===== src/rtl/lb_pkg.sv =====
// +-----------------------------------------------------------------------------
// | lb_pkg: shared encodings and widths for the line-buffer controllers
// | Revision: 1.0
// +-----------------------------------------------------------------------------
`default_nettype none

package lb_pkg;

  localparam int CNT_W = 11;
  localparam int K_DEF = 3;

  typedef logic [1:0] state_t;

  localparam state_t ST_IDLE = 2'd0;
  localparam state_t ST_FILL = 2'd1;
  localparam state_t ST_RUN  = 2'd2;
  localparam state_t ST_DONE = 2'd3;

endpackage

`default_nettype wire


===== src/rtl/lb_pos_counter.sv =====
// +-----------------------------------------------------------------------------
// | lb_pos_counter: raster column/row position tracker with wrap and fill compare
// | Revision: 1.0
// +-----------------------------------------------------------------------------
`default_nettype none

module lb_pos_counter #(
  parameter int CNT_W    = 11,
  parameter int FILL_ROW = 1
) (
  input  logic             clk,
  input  logic             rst_n,
  input  logic             clr,
  input  logic             adv,
  input  logic [CNT_W-1:0] cols,
  input  logic [CNT_W-1:0] rows,
  output logic [CNT_W-1:0] col,
  output logic [CNT_W-1:0] row,
  output logic             last_col,
  output logic             last_row,
  output logic             fill_done
);

  assign last_col  = (col == cols - CNT_W'(1));
  assign last_row  = (row == rows - CNT_W'(1));
  // Last pixel of the priming rows: the taps are full from the next row on
  assign fill_done = last_col && (row == CNT_W'(FILL_ROW));

  always_ff @(posedge clk or negedge rst_n) begin
    if (!rst_n) begin
      col <= '0;
      row <= '0;
    end else if (clr) begin
      col <= '0;
      row <= '0;
    end else if (adv) begin
      if (last_col) begin
        col <= '0;
        row <= last_row ? '0 : row + CNT_W'(1);
      end else begin
        col <= col + CNT_W'(1);
      end
    end
  end

endmodule

`default_nettype wire


===== src/rtl/linebuf_window_ctrl.sv =====
// +-----------------------------------------------------------------------------
// | linebuf_window_ctrl: frame sequencer and KxK window qualifier for the line buffer
// | Revision: 1.0
// +-----------------------------------------------------------------------------
`default_nettype none

module linebuf_window_ctrl
  import lb_pkg::*;
#(
  parameter int WIDTH    = 8,
  parameter int MAX_COLS = 482,
  parameter int MAX_ROWS = 256,
  parameter int K        = K_DEF
) (
  input  logic             clk,
  input  logic             rst_n,
  input  logic             start,
  input  logic [CNT_W-1:0] cfg_cols,
  input  logic [CNT_W-1:0] cfg_rows,
  input  logic             cfg_stride2,
  input  logic             s_valid,
  output logic             s_ready,
  input  logic [WIDTH-1:0] s_data,
  output logic             lb_valid_in,
  output logic [WIDTH-1:0] lb_din,
  input  logic             win_ready,
  output logic             win_valid,
  output logic [CNT_W-1:0] win_row,
  output logic [CNT_W-1:0] win_col,
  output logic             busy,
  output logic             frame_done,
  output logic             cfg_err
);

  state_t           state;
  logic [CNT_W-1:0] cols_q;
  logic [CNT_W-1:0] rows_q;
  logic             stride2_q;

  logic [CNT_W-1:0] col;
  logic [CNT_W-1:0] row;
  logic             last_col;
  logic             last_row;
  logic             fill_done;

  logic             accept;
  logic             cfg_legal;
  logic             clr_cnt;
  logic [CNT_W-1:0] dr;
  logic [CNT_W-1:0] dc;
  logic             win_hit;

  always_comb begin
    s_ready = 1'b0;
    case (state)
      ST_FILL: s_ready = 1'b1;
      ST_RUN:  s_ready = win_ready;
      default: s_ready = 1'b0;
    endcase
  end

  assign accept      = s_valid & s_ready;
  assign lb_valid_in = accept;
  assign lb_din      = s_data;

  assign cfg_legal = (cfg_cols >= CNT_W'(K)) && (cfg_cols <= CNT_W'(MAX_COLS)) &&
                     (cfg_rows >= CNT_W'(K)) && (cfg_rows <= CNT_W'(MAX_ROWS));
  assign clr_cnt   = (state == ST_IDLE) && start && cfg_legal;

  lb_pos_counter #(
    .CNT_W    (CNT_W),
    .FILL_ROW (K - 2)
  ) u_pos (
    .clk       (clk),
    .rst_n     (rst_n),
    .clr       (clr_cnt),
    .adv       (accept),
    .cols      (cols_q),
    .rows      (rows_q),
    .col       (col),
    .row       (row),
    .last_col  (last_col),
    .last_row  (last_row),
    .fill_done (fill_done)
  );

  // Offsets of the accepted pixel from the first complete window position
  assign dr = row - CNT_W'(K - 1);
  assign dc = col - CNT_W'(K - 1);

  assign win_hit = accept && (row >= CNT_W'(K - 1)) && (col >= CNT_W'(K - 1)) &&
                   (!stride2_q || (!dr[0] && !dc[0]));

  always_ff @(posedge clk or negedge rst_n) begin
    if (!rst_n) begin
      state      <= ST_IDLE;
      cols_q     <= '0;
      rows_q     <= '0;
      stride2_q  <= 1'b0;
      win_valid  <= 1'b0;
      win_row    <= '0;
      win_col    <= '0;
      busy       <= 1'b0;
      frame_done <= 1'b0;
      cfg_err    <= 1'b0;
    end else begin
      cfg_err    <= 1'b0;
      frame_done <= 1'b0;
      win_valid  <= win_hit;
      // Coordinates hold between windows so the PE array can re-read them
      if (win_hit) begin
        win_row <= dr >> stride2_q;
        win_col <= dc >> stride2_q;
      end

      case (state)
        ST_IDLE: begin
          if (start) begin
            if (cfg_legal) begin
              cols_q    <= cfg_cols;
              rows_q    <= cfg_rows;
              stride2_q <= cfg_stride2;
              busy      <= 1'b1;
              state     <= ST_FILL;
            end else begin
              cfg_err <= 1'b1;
            end
          end
        end
        ST_FILL: begin
          if (accept && fill_done) state <= ST_RUN;
        end
        ST_RUN: begin
          if (accept && last_col && last_row) begin
            frame_done <= 1'b1;
            state      <= ST_DONE;
          end
        end
        ST_DONE: begin
          busy  <= 1'b0;
          state <= ST_IDLE;
        end
        default: begin
          busy  <= 1'b0;
          state <= ST_IDLE;
        end
      endcase
    end
  end

endmodule

`default_nettype wire


===== config.mk =====
export PLATFORM = sky130hd
export DESIGN_NAME = linebuf_window_ctrl
export DESIGN_NICKNAME = d
export VERILOG_FILES = /design/src/rtl/lb_pkg.sv /design/src/rtl/lb_pos_counter.sv /design/src/rtl/linebuf_window_ctrl.sv
export SDC_FILE = /design/constraint.sdc
export NUM_CORES = 1
export LEC_CHECK = 0
export CELL_PAD_IN_SITES_DETAIL_PLACEMENT = 0
export CELL_PAD_IN_SITES_GLOBAL_PLACEMENT = 1
export CORE_MARGIN = 2
export CORE_UTILIZATION = 45
export CTS_CLUSTER_SIZE = 20
export DETAILED_ROUTE_END_ITERATION = 8
export PLACE_DENSITY = 0.83
export SLEW_MARGIN = 20
export SYNTH_ARGS = -nofsm -noshare
export SYNTH_HDL_FRONTEND = slang
export SYNTH_SLANG_ARGS = --single-unit
export TNS_END_PERCENT = 10

===== constraint.sdc =====
create_clock -name clk -period 4.3 [get_ports clk]
set_input_delay 0.43 -clock clk [delete_from_list [all_inputs] [get_ports clk]]
set_output_delay 0.43 -clock clk [all_outputs]
set_load 0.02 [all_outputs]

==> results.cfg <==
[run_status]
outcome = completed

[logic_synthesis]
netlist_area_sq_mm = 0.004761
synth_area_leaders = dfrtp_1 38%, mux2_2 7.1%, xnor2_1 5.7%
synth-edff-count = 0
synth-seq-cells = 73
synthTopCellsByCount = 73 x dfrtp_1, 41 x nand2_1, 38 x a21oi_1
avgSynthCellArea_sq_um = 9.226
synth_flop_cell = dfrtp_1
synth_fp_nets = 568
yosysTopAreaCell = dfrtp_1
synth_top_area_share_pct = 38.37
yosysWarnings = 0
async_flop_share_pct = 100.0
yosysSeqAreaShare_pct = 38.37
synth_cells = 516
synth.most_common_cell = dfrtp_1
yosysUniqueCellTypes = 57

[grt]
grt_max_degree = 44
grt_pass1_wl_um = 17270
grt_pass1_vias = 3676
antenna_found_initial = 0
grt_usage_pct = 18.88
overflow = 0

[die]
die_w_um = 106.9
die-area_sq_mm = 0.01142
rows = 37
start_util_pct = 46.32
coreArea_sq_mm = 0.01028
die_h_um = 106.9
num_io_pins = 72

[placement]
io_buffers = 55
gp_congestion = 0.8450
place_worst_setup_slack_ns = 0.8589
dpl.hpwl_um = 7543

[clock_network]
ctsHoldBuffers = 0
path_clk_slew_ns = 0.08
cts_inserted_buffers = 9
cts_tree = built
cts_sinks = 73
cts_resized = 0
cts_setup_buffers = 0
worstSkewPairLatency_ns = 0.35
h-tree-depth = 3
cts_buffer_depth = 2
cts_root_buf = clkbuf_8

[final_layout]
area_delta_synth_final_pct = 15.74
drive_above_1_share_pct = 11.85
fill_cells = 978
fin_nets = 604
n_antenna_cell = 0

[detailed_routing]
post_drt_wl_per_cell_um = 14.76
viasPerCell = 5.430
postRouteAntennaNets = 0
drc = 0
postRouteWirelength_um = 10230
drt_iter0_markers = 136
num_vias = 3763
drt-pass1-iter-count = 4

[timing]
fin_crit_sh_pct = 75.46
drv_slew = 0
final-hold-violation-count = 0
post-route-min-period_ns = 3.245
finClkSkew_ns = 0.005493
setup_viol = 0
rsz0062_at_grt = no
setup_slack_ns = 1.055
fin_setup_tns_ns = 0
whs_ns = 0.2245
fmaxAchievable_mhz = 308.2
worst_pin_slew_ns = 0.9604
slew_headroom_pct = 35.97

[power_and_ir_drop]
seqPwrFrac_pct = 35.3
comb_power_share_pct = 47.3
power.internal_mw = 1.868
switching_share_pct = 39.51
switchingPower_mw = 1.220
pwr_density_cell_mw_per_mm2 = 560.3
p_total_mw = 3.088
clockPowerShare_pct = 17.5
vdd_drop_max_mv = 0.2446
p_leak_nw = 2.290

[worst_setup_path]
cp_data_required_time_ns = 4.54
worstSetupEndpointType = flip-flop
critical_path_class = reg2reg
critPathMaxFanout = 10
crit_arrival_ns = 3.49
start_kind = flip-flop

[hold_path]
hold_class = in2async

[job]
drv_cap = 0
## stage by stage
stage | instances | area (sq um) | utilization, %
global route | 693 | 5510 | 53.62
floorplan | 516 | 4761 | -
CTS | 693 | 5510 | 53.62
detailed placement | 677 | 5321 | 51.78
global placement | 677 | 5321 | 51.78
finish | 693 | 5510 | 53.62
## worst max-delay path, cell delays in order, from the launching register on
cell and delay (ns):
dfrtp_1 0.41, inv_1 0.09, ha_1 0.21, nor2b_1 0.28, a41oi_1 0.17, a2111oi_0 0.45
o211ai_1 0.20, or4_1 0.69, o21ai_1 0.18, and2b_1 0.15, mux2_1 0.31
## placed cells by master (no fill, tap or decap), types with 7 or more instances in the layout
master,instances
o21ai_0,29
inv_1,27
xnor2_1,31
or3_1,10
nor3_1,9
dfrtp_1,73
nor2b_1,7
clkbuf_8,10
nor4_1,10
nand3_1,11
ha_1,16
a21oi_1,38
xor2_1,13
mux2i_1,15
buf_4,8
clkdlybuf4s50_1,54
nand2b_1,13
mux2_2,30
nand2_1,41
nor2_1,36
## final cells by class
cell class | count | area [sq um] | area share (%)
multi-input combinational | 377 | 2614 | 47.43
sequential | 73 | 1827 | 33.15
timing repair buffer | 63 | 605.6 | 10.99
tap | 136 | 170.2 | 3.088
clock buffer | 13 | 148.9 | 2.702
inverter | 28 | 105.1 | 1.907
clock inverter | 3 | 40.04 | 0.7266
## cell families (layout without fill, tap and decap cells)
logic type,after synthesis,after routing,synth area share [%]
compound gates,93,93,11.64
mux,46,46,10.49
fa+ha+maj,16,16,4.205
xor+xnor,44,44,8.095
flops,73,73,38.37
buf+inv,66,107,7.148
simple gates,178,178,20.05
## per-layer routing
metal / up-vias / global-route usage, % / wire [um]
met4: 0 / 6.122 / 140
met1: 1800 / 25.74 / 4844
met2: 89 / 30.44 / 4772
met5: - / 0 / 0
li1: 1861 / - / -
met3: 13 / 3.465 / 470
## path summary, 6_finish.rpt
| kind | from | to | slack [ns] | cells past startpoint |
|---|---|---|---|---|
| worst max-delay path | cols_q[0] | state[1] | 1.06 | 10 |
| worst min-delay path | rst_n | rows_q[4] | 0.22 | 1 |
| worst max register to register | cols_q[0] | state[1] | 1.06 | 10 |
| worst min register to register | win_row[10] | win_row[10] | 0.51 | 1 |
| max in group asynchronous | rst_n | u_pos.row[8] | 3.11 | 2 |
| min in group clk | win_row[10] | win_row[10] | 0.51 | 1 |
## power groups by stage
stage / Sequential (mW) / Combinational (mW) / Clock [mW]
5_1_grt: 1.12 / 1.62 / 0.585
4_1_cts: 1.09 / 1.47 / 0.560
3_5_place_dp: 1.10 / 1.46 / 0
2_1_floorplan: 1.15 / 0.930 / 0
6_report: 1.09 / 1.46 / 0.539
3_3_place_gp: 1.09 / 1.43 / 0
## flip-flops by register name, indices dropped and copies added (netlist names)
register    flops
cfg_err         1
state           2
rows_q         11
busy            1
u_pos.row      11
stride2_q       1
win_valid       1
cols_q         11
win_row        11
u_pos.col      11
frame_done      1
win_col        11
Note: power is estimated with default switching activity, not from simulation.
